File: config.mk
export PLATFORM = sky130hd
export DESIGN_NAME = pipe_execute
export DESIGN_NICKNAME = d
export VERILOG_FILES = /design/src/rtl/y86_pkg.sv /design/src/rtl/pipe_alu.sv /design/src/rtl/pipe_execute.sv
export SDC_FILE = /design/constraint.sdc
export NUM_CORES = 1
export LEC_CHECK = 0
export CAP_MARGIN = 20
export CORE_UTILIZATION = 54
export DETAILED_ROUTE_END_ITERATION = 16
export PLACE_DENSITY = 0.82
export SLEW_MARGIN = 5
export SYNTH_ARGS = -nofsm -noshare
export SYNTH_HDL_FRONTEND = slang
export SYNTH_SLANG_ARGS = --single-unit
export TNS_END_PERCENT = 5
File: constraint.sdc
create_clock -name clk_i -period 6.1 [get_ports clk_i]
set_clock_uncertainty 0.1 [all_clocks]
set_input_delay 0.61 -clock clk_i [delete_from_list [all_inputs] [get_ports clk_i]]
set_output_delay 0.61 -clock clk_i [all_outputs]
set_load 0.03 [all_outputs]
File: src/rtl/y86_pkg.sv
// Shared Y86-64 encodings used by the execute stage and its ALU.
package y86_pkg;

   localparam int W = 64;

   localparam logic [3:0] RNONE = 4'hF;

   localparam logic [3:0] IHALT   = 4'h0;
   localparam logic [3:0] INOP    = 4'h1;
   localparam logic [3:0] IRRMOVQ = 4'h2;
   localparam logic [3:0] IIRMOVQ = 4'h3;
   localparam logic [3:0] IRMMOVQ = 4'h4;
   localparam logic [3:0] IMRMOVQ = 4'h5;
   localparam logic [3:0] IOPQ    = 4'h6;
   localparam logic [3:0] IJXX    = 4'h7;
   localparam logic [3:0] ICALL   = 4'h8;
   localparam logic [3:0] IRET    = 4'h9;
   localparam logic [3:0] IPUSHQ  = 4'hA;
   localparam logic [3:0] IPOPQ   = 4'hB;

   localparam logic [3:0] ALU_ADD = 4'h0;
   localparam logic [3:0] ALU_SUB = 4'h1;
   localparam logic [3:0] ALU_AND = 4'h2;
   localparam logic [3:0] ALU_XOR = 4'h3;

   localparam logic [3:0] C_YES = 4'h0;
   localparam logic [3:0] C_LE  = 4'h1;
   localparam logic [3:0] C_L   = 4'h2;
   localparam logic [3:0] C_E   = 4'h3;
   localparam logic [3:0] C_NE  = 4'h4;
   localparam logic [3:0] C_GE  = 4'h5;
   localparam logic [3:0] C_G   = 4'h6;

   localparam logic [2:0] SAOK = 3'd1;
   localparam logic [2:0] SADR = 3'd2;
   localparam logic [2:0] SINS = 3'd3;
   localparam logic [2:0] SHLT = 3'd4;

   // Branch / conditional-move predicate; cc is {ZF,SF,OF}.
   function automatic logic cond_eval(input logic [3:0] ifun, input logic [2:0] cc);
      logic zf, sf, of;
      zf = cc[2];
      sf = cc[1];
      of = cc[0];
      case (ifun)
         C_YES:   cond_eval = 1'b1;
         C_LE:    cond_eval = (sf ^ of) | zf;
         C_L:     cond_eval = sf ^ of;
         C_E:     cond_eval = zf;
         C_NE:    cond_eval = ~zf;
         C_GE:    cond_eval = ~(sf ^ of);
         C_G:     cond_eval = ~(sf ^ of) & ~zf;
         default: cond_eval = 1'b0;
      endcase
   endfunction

endpackage

File: src/rtl/pipe_alu.sv
// Combinational Y86-64 ALU: valE = B op A, plus {ZF,SF,OF} for the result.
module pipe_alu
   import y86_pkg::*;
(
   input  logic [W-1:0] alu_a,
   input  logic [W-1:0] alu_b,
   input  logic [3:0]   alu_fun,
   output logic [W-1:0] val_e,
   output logic [2:0]   flags
);

   logic of_bit;

   // Select the operation; unknown function codes produce zero with OF clear.
   always_comb begin
      val_e  = '0;
      of_bit = 1'b0;
      case (alu_fun)
         ALU_ADD: begin
            val_e  = alu_b + alu_a;
            of_bit = (alu_a[W-1] == alu_b[W-1]) && (val_e[W-1] != alu_a[W-1]);
         end
         ALU_SUB: begin
            val_e  = alu_b - alu_a;
            of_bit = (alu_b[W-1] != alu_a[W-1]) && (val_e[W-1] != alu_b[W-1]);
         end
         ALU_AND: val_e = alu_b & alu_a;
         ALU_XOR: val_e = alu_b ^ alu_a;
         default: val_e = '0;
      endcase
   end

   assign flags = {(val_e == '0), val_e[W-1], of_bit};

endmodule

File: src/rtl/pipe_execute.sv
// Y86-64 execute stage: E pipeline register, ALU, condition codes and cnd.
module pipe_execute
   import y86_pkg::*;
(
   input  logic         clk_i,
   input  logic         rst_i,
   input  logic         stall_i,
   input  logic         bubble_i,
   input  logic         set_cc_i,
   input  logic [3:0]   D_icode_i,
   input  logic [3:0]   D_ifun_i,
   input  logic [2:0]   D_stat_i,
   input  logic [63:0]  D_valA_i,
   input  logic [63:0]  D_valB_i,
   input  logic [63:0]  D_valC_i,
   input  logic [3:0]   D_dstE_i,
   input  logic [3:0]   D_dstM_i,
   input  logic [3:0]   D_srcA_i,
   input  logic [3:0]   D_srcB_i,
   output logic [3:0]   E_icode_o,
   output logic [3:0]   E_ifun_o,
   output logic [2:0]   E_stat_o,
   output logic [63:0]  E_valA_o,
   output logic [3:0]   E_dstM_o,
   output logic [3:0]   E_srcA_o,
   output logic [3:0]   E_srcB_o,
   output logic [63:0]  e_valE_o,
   output logic         e_cnd_o,
   output logic [3:0]   e_dstE_o,
   output logic [2:0]   cc_o
);

   logic [3:0]   icode_q, icode_d;
   logic [3:0]   ifun_q, ifun_d;
   logic [2:0]   stat_q, stat_d;
   logic [W-1:0] val_a_q, val_a_d;
   logic [W-1:0] val_b_q, val_b_d;
   logic [W-1:0] val_c_q, val_c_d;
   logic [3:0]   dst_e_q, dst_e_d;
   logic [3:0]   dst_m_q, dst_m_d;
   logic [3:0]   src_a_q, src_a_d;
   logic [3:0]   src_b_q, src_b_d;
   logic [2:0]   cc_q, cc_d;

   logic [W-1:0] alu_a;
   logic [W-1:0] alu_b;
   logic [3:0]   alu_fun;
   logic [W-1:0] alu_val_e;
   logic [2:0]   alu_flags;
   logic         cnd;

   // E register next value: bubble beats stall, stall holds, otherwise load decode.
   always_comb begin
      icode_d = icode_q;
      ifun_d  = ifun_q;
      stat_d  = stat_q;
      val_a_d = val_a_q;
      val_b_d = val_b_q;
      val_c_d = val_c_q;
      dst_e_d = dst_e_q;
      dst_m_d = dst_m_q;
      src_a_d = src_a_q;
      src_b_d = src_b_q;
      if (bubble_i) begin
         icode_d = INOP;
         ifun_d  = 4'h0;
         stat_d  = SAOK;
         val_a_d = '0;
         val_b_d = '0;
         val_c_d = '0;
         dst_e_d = RNONE;
         dst_m_d = RNONE;
         src_a_d = RNONE;
         src_b_d = RNONE;
      end else if (!stall_i) begin
         icode_d = D_icode_i;
         ifun_d  = D_ifun_i;
         stat_d  = D_stat_i;
         val_a_d = D_valA_i;
         val_b_d = D_valB_i;
         val_c_d = D_valC_i;
         dst_e_d = D_dstE_i;
         dst_m_d = D_dstM_i;
         src_a_d = D_srcA_i;
         src_b_d = D_srcB_i;
      end
   end

   // ALU operand and function selection from the registered instruction.
   always_comb begin
      alu_a = '0;
      alu_b = '0;
      case (icode_q)
         IRRMOVQ, IOPQ:           alu_a = val_a_q;
         IIRMOVQ, IRMMOVQ, IMRMOVQ: alu_a = val_c_q;
         ICALL, IPUSHQ:           alu_a = -64'sd8;
         IRET, IPOPQ:             alu_a = 64'd8;
         default:                 alu_a = '0;
      endcase
      case (icode_q)
         IRMMOVQ, IMRMOVQ, IOPQ, ICALL, IRET, IPUSHQ, IPOPQ: alu_b = val_b_q;
         default:                                            alu_b = '0;
      endcase
      alu_fun = (icode_q == IOPQ) ? ifun_q : ALU_ADD;
   end

   pipe_alu u_alu (
      .alu_a   (alu_a),
      .alu_b   (alu_b),
      .alu_fun (alu_fun),
      .val_e   (alu_val_e),
      .flags   (alu_flags)
   );

   // CC captures the OPq flags only when the stage is advancing and control allows it.
   always_comb begin
      cc_d = cc_q;
      if (icode_q == IOPQ && set_cc_i && !stall_i) begin
         cc_d = alu_flags;
      end
   end

   // State registers with synchronous reset taking priority over everything.
   always_ff @(posedge clk_i) begin
      if (rst_i) begin
         icode_q <= INOP;
         ifun_q  <= 4'h0;
         stat_q  <= SAOK;
         val_a_q <= '0;
         val_b_q <= '0;
         val_c_q <= '0;
         dst_e_q <= RNONE;
         dst_m_q <= RNONE;
         src_a_q <= RNONE;
         src_b_q <= RNONE;
         cc_q    <= 3'b100;
      end else begin
         icode_q <= icode_d;
         ifun_q  <= ifun_d;
         stat_q  <= stat_d;
         val_a_q <= val_a_d;
         val_b_q <= val_b_d;
         val_c_q <= val_c_d;
         dst_e_q <= dst_e_d;
         dst_m_q <= dst_m_d;
         src_a_q <= src_a_d;
         src_b_q <= src_b_d;
         cc_q    <= cc_d;
      end
   end

   // Condition uses the CC value held before any write this cycle.
   assign cnd = cond_eval(ifun_q, cc_q);

   assign E_icode_o = icode_q;
   assign E_ifun_o  = ifun_q;
   assign E_stat_o  = stat_q;
   assign E_valA_o  = val_a_q;
   assign E_dstM_o  = dst_m_q;
   assign E_srcA_o  = src_a_q;
   assign E_srcB_o  = src_b_q;
   assign e_valE_o  = alu_val_e;
   assign e_cnd_o   = cnd;
   assign e_dstE_o  = (icode_q == IRRMOVQ && !cnd) ? RNONE : dst_e_q;
   assign cc_o      = cc_q;

endmodule

==> results.py, run 1 <==
metrics = {
    "cts": {
        "clkSinkCount": 222,
        "root_buffer": "clkbuf_16",
        "clockBufferDepth": 3,
        "h-tree-depth": 1,
        "cts_buffers": 24,
    },
    "placed_design": {
        "port_buffers": 382,
        "hpwl_um": 81300,
        "gp_congestion": 1.11,
    },
    "synth": {
        "yosys_most_used_dff": "dfxtp_1",
        "synth_edf_count": 0,
        "syn_area_um2": 20200,
        "synthTopCellsByArea": "dfxtp_1 22%, mux2i_1 11%, ha_1 8.2%, nor2_1 6.9%, a21oi_1 4.6%",
        "synth_top_area_share_pct": 22.0,
        "synthSimpleGateAreaFrac_pct": 22.6,
        "synth_compound_area_share_pct": 27.7,
        "synth_xor_area_share_pct": 1.21,
        "synth_nets": 3027,
        "yosysMostFrequentCell": "nor2_1",
        "avgSynthCellArea_um2": 7.58,
        "ys_seq_area_share_pct": 22.0,
        "synth_top_family_by_area": "compound AO/OA/AOI/OAI gates",
        "syn_inst": 2668,
        "synth.distinct_cells": 105,
        "ys_warn_count": 0,
        "synth_top_cell_by_area": "dfxtp_1",
        "synthAdderAreaFrac_pct": 8.53,
        "muxShareOfSynthArea_pct": 11.8,
        "synth_common_cells": "370 x nor2_1, 230 x mux2i_1, 222 x dfxtp_1, 193 x nand2_1, 187 x a21oi_1",
        "async_reset_ff_share_pct": 0,
        "ys_seq_elements": 222,
    },
    "floorplan": {
        "die_h_um": 195,
        "fp-row-count": 70,
        "die_w_um": 195,
        "initial_core_util_pct": 55.1,
        "io_pins": 383,
    },
    "outcome": {
        "lastStage": "5_1_grt",
        "firstError": "[ERROR GRT-0232] Routing congestion too high. Check the congestion heatmap in the GUI.",
        "outcome": "did not finish",
    },
    "global_route": {
        "grt_overflow": 263,
        "grt_usage_pct": 85.0,
        "grt_start_max_net_pins": 89,
    },
}
==> per-stage QoR <==
stage | setup slack, ps | hold slack, ps | util [%] | cell area (µm²) | instances
after floorplan | 326 | 337 | - | 20200 | 2668
after global placement | -297 | 353 | 74.0 | 27200 | 3739
after detailed placement | -835 | 363 | 74.1 | 27200 | 3740
after CTS | -81.8 | 397 | 77.2 | 28300 | 3786
==> timing repair <==
action | 4_1_cts
gates resized for setup | 59
endpoints found under the setup margin | 46
buffers inserted | 6
hold buffers | 0
pin swaps | 4
==> layer usage <==
layer / GRT usage [%] / GRT overflow
met2: 95.0 / 117
met1: 86.5 / 27
met3: 76.1 / 30
met5: 55.2 / 5
met4: 80.8 / 84
==> logic make-up after synthesis <==
logic type | Yosys count
XOR/XNOR | 28
buffers and inverters | 313
AO/OA/AOI/OAI | 776
multiplexers | 237
flip-flops | 222
adder cells (fa/ha/maj) | 137
AND/OR/NAND/NOR | 955
==> run 2: changes to the inputs <==
--- a/config.mk
+++ b/config.mk
@@ -6,9 +6,9 @@
 export NUM_CORES = 1
 export LEC_CHECK = 0
 export CAP_MARGIN = 20
-export CORE_UTILIZATION = 54
+export CORE_UTILIZATION = 40
 export DETAILED_ROUTE_END_ITERATION = 16
-export PLACE_DENSITY = 0.82
+export PLACE_DENSITY_LB_ADDON = 0.15
 export SLEW_MARGIN = 5
 export SYNTH_ARGS = -nofsm -noshare
 export SYNTH_HDL_FRONTEND = slang
==> run 2 against run 1 <==
Against the previous run:
- the flow now finishes, with violations (setup timing)
- area after synthesis is the same
- synthesized cell count stayed put
==> results.py, run 2 <==
metrics = {
    "outcome": {
        "outcome": "complete, but fails checks",
        "violations": "setup timing",
    },
    "power_and_ir_drop": {
        "p_sw_w": 0.00138,
        "power_density_nw_per_um2": 151,
        "p_sw_share_pct": 31.1,
        "power_frac_clock_pct": 36.4,
        "p_comb_share_pct": 29.0,
        "seqPwrFrac_pct": 34.7,
        "p_leak_nw": 13.7,
        "power.ir.vdd_worst_v": 0.000183,
        "p_int_w": 0.00306,
    },
    "final_layout": {
        "drive_above_1_share_pct": 20.9,
        "final_core_util_pct": 59.0,
        "synthToLayoutAreaGrowth_pct": 45.8,
        "seq_area_um2": 4450,
        "nets": 3733,
        "final_common_cell": "buf_4",
        "multiInputGateArea_um2": 15100,
        "fillers": 4694,
        "instances_no_fill": 4067,
        "final_cell_mix": "475 x buf_4, 365 x nor2_1, 344 x clkdlybuf4s50_1, 230 x mux2i_1, 219 x dfxtp_1",
    },
    "synth": {
        "ys_warn_count": 0,
        "syn_inst": 2668,
        "yosys_most_used_dff": "dfxtp_1",
        "synth_nets": 3027,
        "yosysMostFrequentCell": "nor2_1",
        "ys_seq_area_share_pct": 22.0,
        "synth_top_cell_by_area": "dfxtp_1",
        "avgSynthCellArea_um2": 7.58,
        "syn_area_um2": 20200,
        "ys_seq_elements": 222,
        "synth_edf_count": 0,
        "async_reset_ff_share_pct": 0,
        "synth_top_area_share_pct": 22.0,
        "synthTopCellsByArea": "dfxtp_1 22%, mux2i_1 11%, ha_1 8.2%, nor2_1 6.9%, a21oi_1 4.6%",
        "synth.distinct_cells": 105,
        "synth_common_cells": "370 x nor2_1, 230 x mux2i_1, 222 x dfxtp_1, 193 x nand2_1, 187 x a21oi_1",
    },
    "global_route": {
        "grt_overflow": 0,
        "met1_usage_pct": 55.4,
        "grt.busiest_layer": "met2",
        "grt_usage_pct": 39.2,
        "grt_pass1_vias": 23500,
        "use_met2_pct": 59.4,
        "grt_start_max_net_pins": 159,
        "antenna_found_initial": 1,
        "use_met3_pct": 8.32,
        "grt_pass1_wl_um": 151000,
    },
    "sta": {
        "finalHoldViolCount": 0,
        "fin_crit_sh_pct": 102,
        "setup_viol": 9,
        "fin_ws_ps": -135,
        "max_freq_mhz": 160,
        "finalMaxSlewViolations": 0,
        "slew_headroom_pct": 30.0,
        "tightest_slew_ps": 1050,
        "period_minus_slack_ps": 6230,
        "rsz0062_at_grt": "true",
    },
    "cts": {
        "clk_pin_slew_ps": 60,
        "cts_tree": "built",
        "cts_buffers": 26,
        "root_buffer": "clkbuf_16",
        "clkLatencyLatePin_ps": 570,
        "clockBufferDepth": 3,
        "hold_buffers": 0,
        "clkSinkCount": 222,
        "h-tree-depth": 1,
    },
    "floorplan": {
        "die_w_um": 227,
        "io_pins": 383,
        "fp-row-count": 82,
        "dieArea_um2": 51400,
        "coreArea_um2": 50000,
        "initial_core_util_pct": 40.5,
        "die_h_um": 227,
    },
    "min_path": {
        "hold_class": "flip-flop to flip-flop",
    },
    "routing": {
        "drt_iter0_markers": 2945,
        "post-route-drc-count": 0,
        "routed_wl_um": 104000,
        "routed_via_density": 6.09,
        "wire_per_inst_um": 25.5,
        "dr.pass1.iters": 5,
        "vias": 24800,
        "drtAntennaViolNets": 0,
    },
    "worst_setup_path": {
        "timing_worst_setup_path_type": "flip-flop to primary output",
        "critPathMaxFanout": 11,
        "start_kind": "flip-flop",
        "critical_path_arrival_ps": 5520,
        "required_ps": 5390,
        "cp-end-kind": "primary output",
    },
    "placed_design": {
        "hpwl_um": 83200,
        "pre_cts_slack_ps": -313,
        "place_inst": 4009,
        "gp_congestion": 1.07,
        "port_buffers": 382,
    },
    "run": {
        "cap_violations": 0,
    },
}
==> run 2: metal layers <==
| layer | part of all wire, % | vias to the layer above | wire, µm |
|---|---|---|---|
| met5 | 0 | - | 0 |
| met4 | 3.0 | 0 | 3130 |
| met3 | 11 | 175 | 10900 |
| met2 | 43 | 1399 | 44100 |
| met1 | 44 | 11900 | 45400 |
| li1 | - | 11300 | - |
==> run 2: final cells by class <==
class	instances	share of cell area, %
Clock inverter	12	0.429
Multi-Input combinational cell	2133	51.3
Inverter	132	1.68
Antenna cell	1	0.00849
Tap cell	672	2.85
Timing Repair Buffer	859	26.1
Clock buffer	36	2.54
Sequential cell	222	15.1
==> run 2: critical path, stage by stage (launching register included) <==
cell,delay (ps)
dfxtp_4,360
nand3b_1,240
a21oi_4,270
buf_12,170
buf_4,140
a221oi_1,100
buf_4,180
ha_1,410
nand2_1,180
nor3_1,380
buf_4,170
o31ai_1,160
a41oi_2,320
o2111ai_2,200
a21oi_2,270
a211oi_2,130
buf_4,170
or4_1,430
nor2_1,110
o21a_1,150
nand2b_1,230
buf_12,150
==> run 2: path summary, 6_finish.rpt <==
| check | start | endpoint | slack, ps | cells after the start |
|---|---|---|---|---|
| hold reg to reg | dst_e_q[2] | dst_e_q[2] | 380 | 2 |
| hold / removal | dst_e_q[2] | dst_e_q[2] | 380 | 2 |
| setup reg to reg | E_icode_o[2] | cc_o[2] | -40 | 22 |
| setup / recovery | E_icode_o[2] | e_valE_o[62] | -130 | 21 |
==> run 2: cells by family (layout without fill, tap and decap cells) <==
kind of cell / count (synthesis) / after routing / share of synthesized area [%]
xor gates and xnor gates: 28 / 28 / 1.21
DFF: 222 / 222 / 22.0
buffers and inverters: 313 / 1039 / 6.16
adders and majority gates: 137 / 137 / 8.53
and+or+nand+nor: 955 / 955 / 22.6
muxes: 237 / 237 / 11.8
AOI/OAI and AO/OA: 776 / 776 / 27.7
other: 0 / 1 / 0
==> run 2: stage by stage <==
step / hold WS, ps / total power, W / cell area [µm²] / TNS (ps)
finish: 382 / 0.00444 / 29500 / -611
global route: 405 / 0.00459 / 29500 / -2820
CTS: 381 / 0.00440 / 29100 / -322
detailed placement: 367 / 0.00278 / 28000 / -411
global placement: 346 / 0.00277 / 28000 / -215
floorplan: 337 / 0.00215 / 20200 / 0
==> run 2: power by group through the flow <==
stage          clock network [W]  registers, W  logic [W]
2_1_floorplan                  0       0.00159   0.000564
3_3_place_gp                   0       0.00157    0.00120
3_5_place_dp                   0       0.00157    0.00121
4_1_cts                  0.00163       0.00154    0.00124
5_1_grt                  0.00170       0.00154    0.00135
6_report                 0.00162       0.00154    0.00129
==> run 2: repair_timing <==
| item | in CTS | in global routing |
|---|---|---|
| hold endpoints to repair | 0 | 0 |
| buffers inserted | 2 | 6 |
| pin swaps | 7 | 14 |
| setup endpoints to repair | 36 | 38 |
| gates cloned | 0 | 1 |
| resized for setup | 61 | 79 |
No activity file was read; power rests on OpenSTA's default activity.
